===== src/rtl/bcd_rtc_counter.sv =====
// BCD time-of-day counter (HH:MM:SS) with a 1 Hz prescaler, 12/24-hour display and validated time load.
// Define ALARM_EN to add the alarm compare (alarm_time, alarm_arm, alarm_hit).
module bcd_rtc_counter #(
    parameter int CLK_FREQ = 50000000,
    parameter int CNT_W    = 32
) (
    input  logic        clk,
    input  logic        rst_n,
    input  logic        clc,
    input  logic        run,
    input  logic        sec_up,
    input  logic        min_up,
    input  logic        hour_up,
    input  logic        mode_12h,
    input  logic        load,
    input  logic [23:0] load_time,
`ifdef ALARM_EN
    input  logic [23:0] alarm_time,
    input  logic        alarm_arm,
    output logic        alarm_hit,
`endif
    output logic [23:0] clock_time,
    output logic        pm,
    output logic        sec_tick,
    output logic        load_err
);

    localparam logic [CNT_W-1:0] TERM_CNT = CNT_W'(CLK_FREQ - 1);

    logic [CNT_W-1:0] cnt_q, cnt_n;
    logic [7:0]       sec_q, sec_n;
    logic [7:0]       min_q, min_n;
    logic [7:0]       hour_q, hour_n;
    logic             term;
    logic             load_ok;
    logic             err_n;
    logic             tick_apply;
    logic             any_set;
    logic [7:0]       hour_disp;

    function automatic logic [7:0] inc_60(input logic [7:0] v);
        logic [7:0] r;
        if (v[3:0] == 4'd9) begin
            r = (v[7:4] == 4'd5) ? 8'h00 : {v[7:4] + 4'd1, 4'd0};
        end else begin
            r = {v[7:4], v[3:0] + 4'd1};
        end
        return r;
    endfunction

    function automatic logic [7:0] inc_24(input logic [7:0] v);
        logic [7:0] r;
        if (v == 8'h23) begin
            r = 8'h00;
        end else if (v[3:0] == 4'd9) begin
            r = {v[7:4] + 4'd1, 4'd0};
        end else begin
            r = {v[7:4], v[3:0] + 4'd1};
        end
        return r;
    endfunction

    function automatic logic ok_60(input logic [7:0] v);
        return (v[7:4] <= 4'd5) && (v[3:0] <= 4'd9);
    endfunction

    function automatic logic ok_24(input logic [7:0] v);
        return (v[3:0] <= 4'd9) &&
               ((v[7:4] <= 4'd1) || ((v[7:4] == 4'd2) && (v[3:0] <= 4'd3)));
    endfunction

    assign term    = run && (cnt_q == TERM_CNT);
    assign load_ok = ok_24(load_time[23:16]) && ok_60(load_time[15:8]) && ok_60(load_time[7:0]);
    assign any_set = sec_up || min_up || hour_up;

    // Prescaler: a rejected load does not restart the second.
    always_comb begin
        cnt_n = cnt_q;
        if (clc || (load && load_ok) || sec_up) begin
            cnt_n = '0;
        end else if (run) begin
            cnt_n = term ? '0 : cnt_q + CNT_W'(1);
        end
    end

    always_comb begin
        sec_n      = sec_q;
        min_n      = min_q;
        hour_n     = hour_q;
        err_n      = 1'b0;
        tick_apply = 1'b0;
        if (clc) begin
            sec_n  = 8'h00;
            min_n  = 8'h00;
            hour_n = 8'h00;
        end else if (load) begin
            if (load_ok) begin
                hour_n = load_time[23:16];
                min_n  = load_time[15:8];
                sec_n  = load_time[7:0];
            end else begin
                err_n = 1'b1;
            end
        end else if (any_set) begin
            if (sec_up)  sec_n  = inc_60(sec_q);
            if (min_up)  min_n  = inc_60(min_q);
            if (hour_up) hour_n = inc_24(hour_q);
        end else if (term) begin
            tick_apply = 1'b1;
            sec_n      = inc_60(sec_q);
            if (sec_q == 8'h59) begin
                min_n = inc_60(min_q);
                if (min_q == 8'h59) begin
                    hour_n = inc_24(hour_q);
                end
            end
        end
    end

    always_ff @(posedge clk or negedge rst_n) begin
        if (!rst_n) begin
            cnt_q    <= '0;
            sec_q    <= 8'h00;
            min_q    <= 8'h00;
            hour_q   <= 8'h00;
            sec_tick <= 1'b0;
            load_err <= 1'b0;
        end else begin
            cnt_q    <= cnt_n;
            sec_q    <= sec_n;
            min_q    <= min_n;
            hour_q   <= hour_n;
            sec_tick <= term;
            load_err <= err_n;
        end
    end

`ifdef ALARM_EN
    // Only a tick-driven arrival at the alarm time fires; load/set matches are ignored.
    always_ff @(posedge clk or negedge rst_n) begin
        if (!rst_n) begin
            alarm_hit <= 1'b0;
        end else begin
            alarm_hit <= tick_apply && alarm_arm && ({hour_n, min_n, sec_n} == alarm_time);
        end
    end
`endif

    assign pm = (hour_q[7:4] == 4'd2) || ((hour_q[7:4] == 4'd1) && (hour_q[3:0] >= 4'd2));

    // 12-hour hour mapping done digit-wise: 13..19 -> 01..07, 20..21 -> 08..09, 22..23 -> 10..11.
    always_comb begin
        hour_disp = hour_q;
        if (mode_12h) begin
            if (hour_q == 8'h00) begin
                hour_disp = 8'h12;
            end else if (hour_q[7:4] == 4'd1 && hour_q[3:0] >= 4'd3) begin
                hour_disp = {4'd0, hour_q[3:0] - 4'd2};
            end else if (hour_q[7:4] == 4'd2) begin
                if (hour_q[3:0] <= 4'd1) begin
                    hour_disp = {4'd0, hour_q[3:0] + 4'd8};
                end else begin
                    hour_disp = {4'd1, hour_q[3:0] - 4'd2};
                end
            end
        end
    end

    assign clock_time = {hour_disp, min_q, sec_q};

endmodule


===== config.mk =====
export PLATFORM = sky130hd
export DESIGN_NAME = bcd_rtc_counter
export DESIGN_NICKNAME = d
export VERILOG_FILES = /design/src/rtl/bcd_rtc_counter.sv
export SDC_FILE = /design/constraint.sdc
export NUM_CORES = 1
export LEC_CHECK = 0
export CAP_MARGIN = 20
export CORE_UTILIZATION = 45
export CTS_CLUSTER_SIZE = 40
export DETAILED_ROUTE_END_ITERATION = 8
export GPL_ROUTABILITY_DRIVEN = 1
export PLACE_DENSITY = 0.69
export SYNTH_ARGS = -nofsm -noshare
export SYNTH_HDL_FRONTEND = slang
export SYNTH_SLANG_ARGS = --single-unit
export TNS_END_PERCENT = 100

===== constraint.sdc =====
create_clock -name clk -period 5.7 [get_ports clk]
set_input_delay 0.57 -clock clk [delete_from_list [all_inputs] [get_ports clk]]
set_output_delay 0.57 -clock clk [all_outputs]
set_load 0.05 [all_outputs]

==> results of run 1 <==
[stage by stage]
| stage | utilization [%] | cell area [um^2] | cells |
|---|---|---|---|
| 2_1_floorplan | - | 3640 | 425 |
| 3_3_place_gp | 55.2 | 4280 | 567 |
| 3_5_place_dp | 55.2 | 4280 | 567 |
| 4_1_cts | 57.8 | 4490 | 583 |
| 5_1_grt | 57.9 | 4500 | 585 |
| 6_report | 57.9 | 4500 | 585 |
[critical path, delay by kind of cell, from the launching register on]
family | cells | cell delay [ns]
DFF | 1 | 0.46
and+or+nand+nor | 1 | 0.38
AOI/OAI and AO/OA | 4 | 0.74
adders and majority gates | 1 | 0.17
buffers and inverters | 2 | 0.92
[worst paths after layout]
| check | to | cells past startpoint | startpoint | slack, ns |
|---|---|---|---|---|
| min reg2reg | cnt_q[31] | 2 | cnt_q[31] | 0.55 |
| max | clock_time[17] | 8 | hour_q[4] | 2.13 |
| max in group asynchronous | cnt_q[30] | 2 | rst_n | 4.83 |
| min | min_q[4] | 2 | rst_n | 0.35 |
| max reg2reg | min_q[5] | 6 | cnt_q[16] | 2.57 |
| min in group clk | cnt_q[31] | 2 | cnt_q[31] | 0.55 |
[sequential cells by signal, summed over array words and instances, names as in the netlist]
register  cells
sec_tick      1
min_q         8
cnt_q        32
sec_q         8
load_err      1
hour_q        8
[cell usage in the layout (no fill, tap or decap), types with 4 or more instances in the layout]
cell type and count:
a2111oi_0 4, a21oi_1 28, a22oi_1 4, and3_1 4, clkbuf_8 10, clkdlybuf4s50_1 58, dfrtp_1 58, ha_1 11
inv_1 17, nand2_1 35, nand3_1 18, nand4_1 6, nor2_1 49, nor3_1 16, nor3b_1 4, nor4_1 8
nor4b_1 6, o21ai_0 36, o31ai_1 9, or3_1 9, xnor2_1 19, xor2_1 10
[area by class of cell]
cell class	count	area, um^2
tap	102	128
sequential	58	1450
inverter	17	63.8
timing repair buffer	63	611
clock inverter	6	66.3
clock buffer	10	138
fill	724	3270
multi-input combinational	329	2040
[kinds of logic (layout without fill, tap and decap cells)]
group,Yosys count,count (layout),synth area share (%)
AO/OA/AOI/OAI,106,106,18.5
XOR/XNOR,29,29,6.98
adder cells (fa/ha/maj),11,11,3.78
buffers and inverters,38,96,3.99
flip-flops,58,58,39.9
multiplexers,3,3,0.963
AND/OR/NAND/NOR,180,180,25.9
[power by group through the flow]
| stage | logic, W | clock network, W | registers, W |
|---|---|---|---|
| CTS | 0.000266 | 0.000401 | 0.000460 |
| detailed placement | 0.000265 | 0 | 0.000468 |
| floorplan | 0.000132 | 0 | 0.000498 |
| global placement | 0.000263 | 0 | 0.000468 |
| finish | 0.000265 | 0.000390 | 0.000461 |
| global route | 0.000287 | 0.000418 | 0.000464 |
[routing by layer]
metal	track usage, %	part of all wire, %
met3	4.73	4.9
met2	37.5	47
met5	0	0
met1	30.3	46
met4	9.90	2.1
==> run metrics, run 1 <==
RSZ-0062 raised after global routing=false; final worst path period share=62.7%; core area=0.00777 mm^2; Max Slew Vio Count=0; top_reg_cell synth=dfrtp_1; number of synthesized flops with an enable pin=0; # setup viols final=0; die width=91.9 um; clock network fraction of design power=34.9%; Crit path required time=5.13 ns; post-layout min period=3.57 ns; Die H=91.9 um; Mapped Nets=469; ys async rst share=100%; register area share after synthesis=39.9%; wire length per cell=15.6 um; ranking of synthesized cells by area=dfrtp_1 (40%), nor2_1 (5.1%), o21ai_0 (5.0%), xnor2_1 (4.6%), a21oi_1 (3.9%); Crit-path slowest cell=clkdlybuf4s50_1; drt first pass iters=5; Synth top cells by count=dfrtp_1 (58), nor2_1 (49), o21ai_0 (36); Post-CTS Hold Buffers=0; cts bufs inserted=9; Residual DRC=0; DRT antenna net count=0; critical path type=reg2out; n_diodes=0; Switch Pwr=0.000375 W; largest net degree at the start of global routing=59; vias per std cell=5.80; measured slew at the worst slew-check pin=1.00 ns; Worst Slack Setup Final=2.13 ns; first-pass GRT wire length=15,300 um; nets@finish=522; DP HPWL=6550 um; later-pin clock latency in the skew report=0.35 ns; GRT Residual Overflow=0; P_int=0.000741 W; Switching Share=33.6%; Netlist cell types=57; Critical Path, Cell by Cell=inv_1 -> ha_1 -> nor3b_1 -> o21ai_0 -> a22oi_1 -> a21o_1 -> a22o_1 -> clkdlybuf4s50_1; Synth area leader=dfrtp_1; Post-CTS Resized=0; Clock Skew=0.00975 ns; Initial Util=46.8%; Worst Path Max Fanout=6; CTS tree=built; Mapped Area=0.00364 mm^2; CP Data Arrival Time=3.00 ns; routed wire length=9150 um; outcome=finished, final reports clean; Pwr Density=248 mW/mm^2; peak supply drop=0.000108 V; vias in the first global route=3,222; initial antenna violation count=0; worst-case clock buffer depth=2; TNS Setup=0 ns; Iter 0 DRT Violations=176; share of the synthesized area in the top cell type=39.9%; WHS=0.355 ns; Power Total=0.00112 W; # IOs=60; Buffers on Ports=59; syn avg cell area=8.56 um^2; final hold violations=0; critical path capture point type=primary output; FMAX=280 MHz; synthesized flop and latch total=58; Layout area overhead=23.7%; Post-Syn Instances=425; H-tree Lvls=3; Comb pwr share=23.8%; leakage power=1.76 nW; via count=3,394; most common cell in the synthesized netlist=dfrtp_1; maxcap violations=0; All-Layer GR Usage=23.2%; Seq pwr share=41.3%; clk slew on worst S/H paths=0.07 ns; Root Buffer=clkbuf_8; Startpoint Class=flip-flop; Placement Setup Slack=2.29 ns; share of post-route cells with drive strength above 1=6.21%; Slew HR=33.1%; post-CTS setup repair buffer count=0; site row count=32; Tightest Hold Check Type=in2async; die area=0.00845 mm^2; CTS Sinks=58; CP peak stage delay=0.79 ns; number of synthesis warnings=0; Placer Congestion=0.918
Power figures use the tool's default switching activity.
==> inputs of run 2 (changes only) <==
==> constraint.sdc (replaced) <==
create_clock -name clk -period 3.6 [get_ports clk]
set_input_delay 0.36 -clock clk [delete_from_list [all_inputs] [get_ports clk]]
set_output_delay 0.36 -clock clk [all_outputs]
set_load 0.05 [all_outputs]
==> run metrics, run 2 (synthesis results as in run 1) <==
Power Total=0.00177 W; Layout area overhead=25.4%; peak supply drop=0.000228 V; flop-to-flop setup slack=0.71 ns; GRT Residual Overflow=0; cts bufs inserted=9; measured slew at the worst slew-check pin=0.992 ns; Tightest Hold Check Type=in2async; maxcap violations=0; site row count=32; # setup viols final=0; critical path capture point type=primary output; DP HPWL=6600 um; leakage power=1.80 nW; commonest non-fill, non-tap cells in the layout=dfrtp_1 (58), clkdlybuf4s50_1 (58), nor2_1 (49), o21ai_0 (36), nand2_1 (35); CTS Sinks=58; die width=91.9 um; DRT antenna net count=0; die area=0.00845 mm^2; # IOs=60; Buffers on Ports=59; Initial Util=46.8%; clk slew on worst S/H paths=0.08 ns; core area=0.00777 mm^2; outcome=finished, final reports clean; Critical path buffers and inverters=2; Critical Path, Cell by Cell=inv_1 -> ha_1 -> nor3b_1 -> o21ai_0 -> a22oi_1 -> a21o_1 -> a22o_1 -> clkdlybuf4s50_1; Placer Congestion=0.883; # fillers=704; initial antenna violation count=0; TNS Setup=0 ns; Startpoint Class=flip-flop; Root Buffer=clkbuf_8; FMAX=299 MHz; CTS tree=built; Clock Skew=0.0181 ns; Crit-path slowest cell=clkdlybuf4s50_1; worst-case clock buffer depth=2; via count=3,345; Largest register FFs=32; Max Slew Vio Count=0; fin area=0.00456 mm^2; drt first pass iters=4; Top Family by Delay on Critical Path=buffers and inverters; Pwr Density=388 mW/mm^2; RSZ-0062 raised after global routing=false; post-layout min period=3.35 ns; n_diodes=0; Final Util=58.7%; Crit path required time=3.24 ns; Iter 0 DRT Violations=224; CP peak stage delay=0.79 ns; final worst path period share=93.0%; vias in the first global route=3,129; vias per std cell=5.67; later-pin clock latency in the skew report=0.34 ns; largest net degree at the start of global routing=45; final hold violations=0; Post-DP Area=0.00432 mm^2; routed wire length=9120 um; CP Data Arrival Time=2.99 ns; Die H=91.9 um; share of post-route cells with drive strength above 1=7.17%; Residual DRC=0; nets@finish=527; H-tree Lvls=3; Post-CTS Resized=0; first-pass GRT wire length=15,600 um; All-Layer GR Usage=23.1%; wire length per cell=15.5 um; Slew HR=33.9%; Worst Path Max Fanout=6; critical path type=reg2out; Most flops, register=cnt_q
run 2: changes by cell type in the layout (fill, tap and decap cells not counted), sizes merged:
cell	before	now
dlygate4sd3	0	1
clkinvlp	3	1
buf	4	9
clkinv	2	3
run 2: path summary, 6_finish.rpt:
path,cells after the start,to,start
max,8,clock_time[17],hour_q[4]
min reg2reg,2,cnt_q[31],cnt_q[31]
min in group clk,2,cnt_q[31],cnt_q[31]
max in group asynchronous,3,cnt_q[13],rst_n
max reg2reg,7,min_q[5],cnt_q[16]
min,2,cnt_q[6],rst_n
run 2: repair_timing:
item	CTS	global route
endpoints found under the hold margin	0	3
setup buffers	0	0
hold buffers	0	1
run 2: layer usage:
layer	vias to the layer above	track usage [%]	share of wire (%)
li1	1649	-	-
met1	1601	31.3	46
met2	88	37.9	48
met3	7	4.48	4.6
met4	0	6.25	0.99
met5	-	0	0
run 2: cell type report:
cell class                 count  area [um^2]  share of cell area, %
multi-input combinational    329         2050                   44.9
sequential                    58         1450                   31.8
timing repair buffer          68          668                   14.7
clock buffer                  11          151                   3.32
tap                          102          128                   2.80
inverter                      17         63.8                   1.40
clock inverter                 5         52.6                   1.15
run 2: per-stage QoR:
stage	hold WS [ns]	std cells	worst slack, ns
after floorplan	0.0644	425	0.920
after global placement	0.529	572	0.751
after detailed placement	0.543	572	0.633
after CTS	0.199	588	0.261
after global routing	0.368	590	0.0146
final	0.367	590	0.251
run 2: power by group:
group | switching, W | internal [W]
clock | 0.000258 | 0.000353
combinational | 0.000269 | 0.000161
sequential | 0.0000483 | 0.000681
